[config.mk]
export PLATFORM = sky130hd
export DESIGN_NAME = ifetch_queue_flat
export DESIGN_NICKNAME = d
export VERILOG_FILES = /design/src/rtl/ifetch_if.sv /design/src/rtl/ifetch_queue.sv /design/src/flat_wrapper.sv
export SDC_FILE = /design/constraint.sdc
export NUM_CORES = 1
export LEC_CHECK = 0
export CORE_MARGIN = 1.5
export CORE_UTILIZATION = 50
export CTS_BUF_LIST = sky130_fd_sc_hd__clkbuf_8
export CTS_CLUSTER_SIZE = 8
export DETAILED_ROUTE_END_ITERATION = 8
export PLACE_DENSITY = 0.84
export REMOVE_ABC_BUFFERS = 1
export SETUP_SLACK_MARGIN = 0.4
export SLEW_MARGIN = 20
export SYNTH_ARGS = -nofsm -noshare
export SYNTH_HDL_FRONTEND = slang
export SYNTH_SLANG_ARGS = --single-unit
[constraint.sdc]
create_clock -name cpu_clk -period 28.1 [get_ports cpu_clk]
set_clock_uncertainty 0.2 [all_clocks]
set_input_delay 5.62 -clock cpu_clk [delete_from_list [all_inputs] [get_ports cpu_clk]]
set_output_delay 5.62 -clock cpu_clk [all_outputs]
set_load 0.02 [all_outputs]
[src/rtl/ifetch_if.sv]
// Fetch-side bus bundle: the ROM read port, the EX redirect inputs and the
// valid/ready handshake towards ID.
interface ifetch_if;
  logic        irom_req;
  logic [31:0] irom_addr;
  logic [31:0] irom_rdata;
  logic        redir_valid;
  logic [31:0] redir_pc;
  logic        id_ready;
  logic        id_valid;
  logic [31:0] id_inst;
  logic [31:0] id_pc;
  logic [31:0] id_pc4;
  logic [2:0]  id_ext_op;

  modport master (
    output irom_req, irom_addr,
    input  irom_rdata,
    input  redir_valid, redir_pc,
    input  id_ready,
    output id_valid, id_inst, id_pc, id_pc4, id_ext_op
  );

  modport slave (
    input  irom_req, irom_addr,
    output irom_rdata,
    output redir_valid, redir_pc,
    output id_ready,
    input  id_valid, id_inst, id_pc, id_pc4, id_ext_op
  );
endinterface

[src/rtl/ifetch_queue.sv]
// miniRV instruction fetch: owns the PC, reads the 1-cycle ROM and queues
// {pc, inst, ext_op} for ID. IFETCH_PERF_CNT_EN adds fetch/flush counters.
//
// state | meaning
// BOOT  | one idle cycle after reset, no ROM read
// RUN   | normal fetch, redirect and queue handling
module ifetch_queue #(
  parameter logic [31:0] RESET_PC = 32'h0000_0000,
  parameter int          QDEPTH   = 2
) (
  input  logic        cpu_clk,
  input  logic        cpu_rst,
  ifetch_if.master    bus
`ifdef IFETCH_PERF_CNT_EN
  ,
  output logic [31:0] perf_fetched,
  output logic [31:0] perf_flushed
`endif
);

  localparam logic [0:0] ST_BOOT = 1'b0;
  localparam logic [0:0] ST_RUN  = 1'b1;

  localparam logic [2:0] EXT_NONE = 3'd0;
  localparam logic [2:0] EXT_I    = 3'd1;
  localparam logic [2:0] EXT_S    = 3'd2;
  localparam logic [2:0] EXT_B    = 3'd3;
  localparam logic [2:0] EXT_U    = 3'd4;
  localparam logic [2:0] EXT_J    = 3'd5;

  localparam int PW = $clog2(QDEPTH);
  localparam int CW = PW + 1;

  logic [0:0]    state;
  logic [31:0]   pc;
  logic [31:0]   req_pc;
  logic          inflight;
  logic [CW-1:0] count;
  logic [PW-1:0] head;
  logic [PW-1:0] tail;

  logic [31:0]   q_inst [QDEPTH];
  logic [31:0]   q_pc   [QDEPTH];
  logic [2:0]    q_ext  [QDEPTH];

  logic          deq;
  logic          enq;
  logic          issue;
  logic [CW-1:0] occ;

  function automatic logic [2:0] pre_decode(input logic [6:0] opc);
    case (opc)
      7'b0010011, 7'b0000011, 7'b1100111: pre_decode = EXT_I;
      7'b0100011:                         pre_decode = EXT_S;
      7'b1100011:                         pre_decode = EXT_B;
      7'b0110111, 7'b0010111:             pre_decode = EXT_U;
      7'b1101111:                         pre_decode = EXT_J;
      default:                            pre_decode = EXT_NONE;
    endcase
  endfunction

  // A redirect cycle blocks both the handshake and the ROM read.
  always_comb begin
    bus.id_valid = (count != '0) && !bus.redir_valid;
    deq          = bus.id_valid && bus.id_ready;
    enq          = inflight && !bus.redir_valid;
    occ          = count + CW'(inflight) - CW'(deq);
    issue        = (state == ST_RUN) && !bus.redir_valid && (occ < CW'(QDEPTH));
  end

  assign bus.irom_req  = issue;
  assign bus.irom_addr = pc;
  assign bus.id_inst   = q_inst[head];
  assign bus.id_pc     = q_pc[head];
  assign bus.id_pc4    = q_pc[head] + 32'd4;
  assign bus.id_ext_op = q_ext[head];

  always_ff @(posedge cpu_clk) begin
    if (cpu_rst) begin
      state    <= ST_BOOT;
      pc       <= RESET_PC;
      req_pc   <= RESET_PC;
      inflight <= 1'b0;
      count    <= '0;
      head     <= '0;
      tail     <= '0;
    end else if (bus.redir_valid) begin
      state    <= ST_RUN;
      pc       <= bus.redir_pc;
      inflight <= 1'b0;
      count    <= '0;
      head     <= '0;
      tail     <= '0;
    end else begin
      state    <= ST_RUN;
      inflight <= issue;
      if (issue) begin
        pc     <= pc + 32'd4;
        req_pc <= pc;
      end
      if (enq) tail <= tail + PW'(1);
      if (deq) head <= head + PW'(1);
      count <= count + CW'(enq) - CW'(deq);
    end
  end

  // The issue rule guarantees the tail slot is free whenever data returns.
  always_ff @(posedge cpu_clk) begin
    if (!cpu_rst && enq) begin
      q_inst[tail] <= bus.irom_rdata;
      q_pc[tail]   <= req_pc;
      q_ext[tail]  <= pre_decode(bus.irom_rdata[6:0]);
    end
  end

`ifdef IFETCH_PERF_CNT_EN
  logic [32:0] flush_sum;

  assign flush_sum = {1'b0, perf_flushed} + 33'(count) + 33'(inflight);

  always_ff @(posedge cpu_clk) begin
    if (cpu_rst) begin
      perf_fetched <= '0;
      perf_flushed <= '0;
    end else begin
      if (deq && (perf_fetched != 32'hFFFF_FFFF))
        perf_fetched <= perf_fetched + 32'd1;
      if (bus.redir_valid)
        perf_flushed <= flush_sum[32] ? 32'hFFFF_FFFF : flush_sum[31:0];
    end
  end
`endif

endmodule

[src/flat_wrapper.sv]
// flat-port wrapper written by rule: the top's interface ports become plain ports
module ifetch_queue_flat 
#(
  parameter logic [31:0] RESET_PC = 32'h0000_0000,
  parameter int          QDEPTH   = 2
)
  (cpu_clk, cpu_rst, bus_irom_req, bus_irom_addr, bus_irom_rdata, bus_redir_valid, bus_redir_pc, bus_id_ready, bus_id_valid, bus_id_inst, bus_id_pc, bus_id_pc4, bus_id_ext_op);
  ifetch_if bus_i ();
  input  logic cpu_clk;
  input  logic cpu_rst;
  output wire logic [$bits(bus_i.irom_req)-1:0] bus_irom_req;
  output wire logic [$bits(bus_i.irom_addr)-1:0] bus_irom_addr;
  input wire logic [$bits(bus_i.irom_rdata)-1:0] bus_irom_rdata;
  input wire logic [$bits(bus_i.redir_valid)-1:0] bus_redir_valid;
  input wire logic [$bits(bus_i.redir_pc)-1:0] bus_redir_pc;
  input wire logic [$bits(bus_i.id_ready)-1:0] bus_id_ready;
  output wire logic [$bits(bus_i.id_valid)-1:0] bus_id_valid;
  output wire logic [$bits(bus_i.id_inst)-1:0] bus_id_inst;
  output wire logic [$bits(bus_i.id_pc)-1:0] bus_id_pc;
  output wire logic [$bits(bus_i.id_pc4)-1:0] bus_id_pc4;
  output wire logic [$bits(bus_i.id_ext_op)-1:0] bus_id_ext_op;
  assign bus_irom_req = bus_i.irom_req;
  assign bus_irom_addr = bus_i.irom_addr;
  assign bus_i.irom_rdata = bus_irom_rdata;
  assign bus_i.redir_valid = bus_redir_valid;
  assign bus_i.redir_pc = bus_redir_pc;
  assign bus_i.id_ready = bus_id_ready;
  assign bus_id_valid = bus_i.id_valid;
  assign bus_id_inst = bus_i.id_inst;
  assign bus_id_pc = bus_i.id_pc;
  assign bus_id_pc4 = bus_i.id_pc4;
  assign bus_id_ext_op = bus_i.id_ext_op;
  ifetch_queue #(.RESET_PC(RESET_PC), .QDEPTH(QDEPTH)) u_core (.cpu_clk(cpu_clk), .cpu_rst(cpu_rst), .bus(bus_i));
endmodule
==> impl_metrics.tcl, run 1 <==
set metrics [dict create \
    grt.busiest_layer "met2" \
    multiInputGateArea_sq_um 3160 \
    rsz0062_at_grt "no" \
    async_reset_ff_share_pct 0 \
    maxSlewViolCount 0 \
    setup-tns-final_ns 0 \
    cts-root-buf "clkbuf_8" \
    synth_top_area_share_pct 45.5 \
    met1_usage_pct 27.0 \
    r2r_slack_ns 25.00 \
    synth_edf_count 134 \
    wl_per_cell_microns 17.3 \
    use_met3_pct 5.85 \
    whs_path_depth 0 \
    finalCriticalPeriod_ns 14.24 \
    regToRegEndpoint "u_core.bus.irom_addr[17]" \
    cts_resized 0 \
    path_clk_slew_ns 0.06 \
    grtUsageTotal_pct 22.4 \
    core_area_sq_um 17300 \
    power_leakage_nw 4.05 \
    grt_pass1_wl_microns 32300 \
    rr_startpoint "u_core.count[1]" \
    finalCritPeriodShare_pct 50.7 \
    synthTopCellsByCount "134 x edfxtp_1, 103 x nand2_1, 71 x dfxtp_1, 49 x mux2_2" \
    vdd_ir_drop_max_uv 33.5 \
    pwr_density_cell_nw_per_um2 53.0 \
    dr_total_vias 6581 \
    synthesis.area_sq_um 8850 \
    nFillCells 1331 \
    drv_cap 0 \
    cts_sinks 205 \
    syn_to_final_growth_pct 31.9 \
    nNetsFinal 1020 \
    h-tree-depth 2 \
    synth-main-ff-cell "edfxtp_1" \
    antennaDiodeCount 0 \
    required_ns 22.28 \
    status "finished, final reports clean" \
    drt_iter0_drc 371 \
    fp-row-count 48 \
    ys_types 54 \
    hold_start "u_core.req_pc[17]" \
    grt_max_degree 70 \
    cts_tree "yes" \
    setup_slack_ns 13.86 \
    cts_hold_buf 0 \
    cts_setup_buffers 0 \
    ys.warnings.count 0 \
    cp_max_fo 29 \
    slew_headroom_pct 34.7 \
    cp_data_arrival_time_ns 8.42 \
    drt_first_pass_iters 5 \
    yosysMostFrequentCell "edfxtp_1" \
    gp_congestion 0.835 \
    grt.met2_usage_pct 38.4 \
    drcViolationCount 0 \
    grt_pass1_vias 6483 \
    die_x_microns 136 \
    hold_class "reg -> reg" \
    numCtsBuffers 35 \
    synth.avg_cell_area_sq_um 12.0 \
    postRouteAntennaNets 0 \
    drive_gt1_share_pct 11.9 \
    setup_viol 0 \
    routed_wl_microns 20700 \
    clock_latency_ns 0.51 \
    reg2reg_depth 9 \
    fmax_ghz 0.0702 \
    ys_seq_area_share_pct 61.5 \
    hpwl_microns 14100 \
    pin_count 201 \
    grt_overflow 0 \
    ys_ff_latch 205 \
    critPathCaptureType "output port" \
    dieArea_sq_um 18500 \
    worstHoldEndpoint "u_core.q_pc[0][17]" \
    start_kind "primary input" \
    dp_worst_setup_slack_ns 13.88 \
    clock_path_buffers 3 \
    hold_violations 0 \
    synth_area_leaders "edfxtp_1 45%, dfxtp_1 16%, mux2_2 6.2%, nand2_1 4.4%, xnor2_1 2.9%" \
    via_per_inst 5.51 \
    path_class "in -> out" \
    initial_core_util_pct 51.2 \
    yosys.area.top_type "edfxtp_1" \
    ff_latch_area_sq_um 5450 \
    syn-instance-count 739 \
    io_buffers 200 \
    fin_util_pct 67.5 \
    tightestPinTransition_ns 0.979 \
    grt_antenna_before_repair 0 \
    dieHeight_microns 136 \
]
layout by cell type (no fill, tap or decap), types with 8 or more instances in the layout:
| cell type | instances |
|---|---|
| a311oi_1 | 11 |
| dfxtp_1 | 70 |
| a21oi_1 | 36 |
| buf_4 | 10 |
| nand3_1 | 22 |
| mux2_2 | 49 |
| nand2_1 | 103 |
| a2111oi_0 | 8 |
| nor3_1 | 12 |
| edfxtp_1 | 134 |
| xor2_1 | 15 |
| clkdlybuf4s50_1 | 199 |
| o21ai_0 | 9 |
| clkbuf_8 | 39 |
| and3_1 | 8 |
| nor2_1 | 36 |
| xnor2_1 | 29 |
| nand4_1 | 16 |
| mux2i_1 | 16 |
| a211oi_1 | 15 |
| inv_1 | 37 |
per-layer routing:
layer | vias to the layer above | wire length (microns)
met5 | - | 0
met4 | 0 | 584
met3 | 41 | 1630
met2 | 245 | 10200
met1 | 3142 | 8300
li1 | 3153 | -
sequential cells by signal, summed over array words and instances (netlist names), named ones only:
| register | count |
|---|---|
| u_core.state | 1 |
| u_core.inflight | 1 |
| u_core.q_ext | 6 |
| u_core.req_pc | 32 |
| u_core.head | 1 |
| u_core.q_pc | 64 |
| u_core.q_inst | 64 |
| u_core.count | 2 |
| u_core.tail | 1 |
| u_core.bus.irom_addr | 32 |
per-stage QoR:
stage               instances  total power [W]  hold slack (ns)  instance area, sq um
floorplan                 700         0.000357            0.225                  8680
global placement         1135         0.000384            0.231                 11100
detailed placement       1135         0.000385            0.240                 11100
CTS                      1195         0.000625            0.251                 11700
global route             1195         0.000642            0.259                 11700
finish                   1195         0.000619            0.252                 11700
worst max-delay path, cell delays in order:
cell             delay (ns)
clkdlybuf4s50_1        0.45
buf_4                  0.29
nor2_1                 0.10
and2_1                 0.21
ha_1                   0.30
nor2b_1                0.32
xnor2_2                0.25
nand3_1                0.15
inv_1                  0.11
clkdlybuf4s50_1        0.61
worst max path at each step:
stage	from	end	slack (ns)	cells after the start
finish	bus_redir_valid	bus_irom_req	13.86	10
floorplan	bus_redir_valid	bus_irom_req	13.81	7
global placement	bus_redir_valid	bus_irom_req	13.92	10
global route	bus_redir_valid	bus_irom_req	13.70	10
CTS	bus_redir_valid	bus_irom_req	13.87	10
detailed placement	bus_redir_valid	bus_irom_req	13.88	10
final cells by class:
class	count	area share, %
sequential	205	46.7
multi-input combinational	471	27.1
timing repair buffer	210	17.7
clock buffer	39	4.60
tap	225	2.41
inverter	24	0.772
clock inverter	21	0.750
kinds of logic (layout without fill, tap and decap cells):
| group | count (synthesis) | after routing | synth area share (%) |
|---|---|---|---|
| AOI/OAI and AO/OA | 103 | 103 | 8.04 |
| adders and majority gates | 5 | 5 | 0.707 |
| muxes | 65 | 65 | 8.04 |
| xor gates and xnor gates | 46 | 46 | 4.72 |
| DFF | 205 | 205 | 61.5 |
| buffers and inverters | 63 | 294 | 2.93 |
| and+or+nand+nor | 252 | 252 | 14.0 |
power by group:
part / switching (W) / total, W / leakage [nW] / internal (W)
sequential: 0.00000747 / 0.000334 / 1.86 / 0.000326
combinational: 0.0000225 / 0.0000452 / 1.82 / 0.0000227
clock: 0.000113 / 0.000240 / 0.370 / 0.000127
(Power assumes the default switching activity.)
==> inputs of run 2 (changes only) <==
Settings changed: CORE_UTILIZATION 50 to 47, PLACE_DENSITY 0.84 to 0.82.
Clock period 28.1 ns to 11.45 ns, I/O delays scaled along.
==> run 2 against run 1 <==
  * Total power is 150% higher
  * Global-route usage is 1.1 points lower
  * Setup slack lost 10 ns
  * Cell area hardly changed
  * Via count down 1.1%
  * Core utilization shrank 4.6 points
  * Sequential power up 150%
  * Clock power rose by 150%
  * Final cell count increased by 0.75%
  * Critical path depth unchanged
==> impl_metrics.tcl, run 2 (same netlist as run 1, synthesis figures left out) <==
set metrics [dict create \
    die_x_microns 140 \
    cp_max_fo 29 \
    postRouteAntennaNets 0 \
    tightestPinTransition_ns 0.970 \
    path_clk_slew_ns 0.06 \
    report.power.total_w 0.00152 \
    p_int_w 0.00117 \
    hold_violations 0 \
    setup_viol 0 \
    switching_share_pct 22.9 \
    switchingPower_w 0.000348 \
    pwr_density_cell_nw_per_um2 130 \
    drt_iter0_drc 366 \
    cp_data_arrival_time_ns 5.20 \
    rsz0062_at_grt "no" \
    nNetsFinal 1018 \
    grtUsageTotal_pct 21.3 \
    gp_congestion 0.823 \
    fmax_ghz 0.130 \
    cts_tree "yes" \
    whs_path_depth 0 \
    grt_pass1_vias 6321 \
    cts_sinks 205 \
    power_leakage_nw 4.05 \
    nFillCells 1496 \
    setup-tns-final_ns 0 \
    clockPowerShare_pct 38.8 \
    dpl_cell_area_sq_um 11000 \
    vdd_ir_drop_max_uv 56.0 \
    drv_cap 0 \
    grt_antenna_before_repair 0 \
    final_common_cell "clkdlybuf4s50_1" \
    core_area_sq_um 18600 \
    finalCriticalPeriod_ns 7.69 \
    drt_first_pass_iters 6 \
    wl_per_cell_microns 17.4 \
    critPathCaptureType "output port" \
    finalCritPeriodShare_pct 67.1 \
    initial_core_util_pct 47.6 \
    start_kind "primary input" \
    grt_pass1_wl_microns 33000 \
    final_cell_mix "199 x clkdlybuf4s50_1, 134 x edfxtp_1, 103 x nand2_1" \
    path_class "in -> out" \
    routed_wl_microns 21000 \
    grt_max_degree 70 \
    clock_latency_ns 0.50 \
    pin_count 201 \
    cts-root-buf "clkbuf_8" \
    status "finished, final reports clean" \
    numCtsBuffers 35 \
    drcViolationCount 0 \
    p_comb_share_pct 7.3 \
    whs_ns 0.249 \
    reg_top3 "u_core.q_inst x64, u_core.q_pc x64" \
    drive_gt1_share_pct 11.4 \
    required_ns 8.96 \
    antennaDiodeCount 0 \
    maxSlewViolCount 0 \
    dr_total_vias 6508 \
    grt_overflow 0 \
    dieArea_sq_um 19700 \
    clock_path_buffers 3 \
    postLayoutCellArea_sq_um 11700 \
    reg2reg_depth 9 \
    slew_headroom_pct 35.3 \
    hold_class "reg -> reg" \
    syn_to_final_growth_pct 32.0 \
    via_per_inst 5.41 \
    dieHeight_microns 140 \
    cts_setup_buffers 0 \
    cts_resized 0 \
    cts_hold_buf 0 \
    p_seq_share_pct 53.8 \
    io_buffers 200 \
    h-tree-depth 2 \
    hpwl_microns 14100 \
    fp-row-count 50 \
]
[run 2: power by group through the flow]
stage                     registers, W  logic [W]  clock network (W)
after detailed placement      0.000834   0.000112                  0
after global placement        0.000833   0.000110                  0
after floorplan               0.000839  0.0000364                  0
after global routing          0.000821   0.000120           0.000641
final                         0.000819   0.000112           0.000591
after CTS                     0.000818   0.000112           0.000608
[run 2: critical path: stages]
cell             delay (ns)
clkdlybuf4s50_1        0.45
buf_4                  0.29
nor2_1                 0.10
and2_1                 0.22
ha_1                   0.30
nor2b_1                0.33
xnor2_2                0.26
nand3_1                0.17
inv_1                  0.12
clkdlybuf4s50_1        0.66
[run 2: path summary, 6_finish.rpt]
path                         endpoint  slack [ns]               from
max                      bus_irom_req        3.76    bus_redir_valid
min                u_core.q_pc[0][17]        0.25  u_core.req_pc[17]
max reg2reg  u_core.bus.irom_addr[13]        8.20    u_core.count[1]
min reg2reg        u_core.q_pc[0][17]        0.25  u_core.req_pc[17]
[run 2: through the flow]
stage / worst slack [ns] / utilization (%) / cells
CTS: 3.77 / 62.9 / 1204
global route: 3.57 / 62.9 / 1204
global placement: 3.82 / 59.5 / 1142
floorplan: 1.73 / - / 700
detailed placement: 3.79 / 59.5 / 1142
finish: 3.76 / 62.9 / 1204
[run 2: final cells by class]
class                      count  area (sq um)  share of cell area (%)
clock buffer                  40           551                    4.71
tap                          234           293                    2.51
clock inverter                22          85.1                   0.728
multi-input combinational    471          3160                    27.0
inverter                      24          90.1                   0.771
sequential                   205          5450                    46.6
timing repair buffer         208          2060                    17.6
[run 2: layer usage]
metal / vias to the layer above / part of all wire [%] / GRT usage (%) / routed length (microns)
met3: 35 / 6.3 / 4.48 / 1310
met1: 3117 / 42 / 26.4 / 8770
met4: 0 / 2.5 / 9.31 / 515
met2: 205 / 49 / 36.0 / 10400
li1: 3151 / - / - / -
met5: - / 0 / 0 / 0
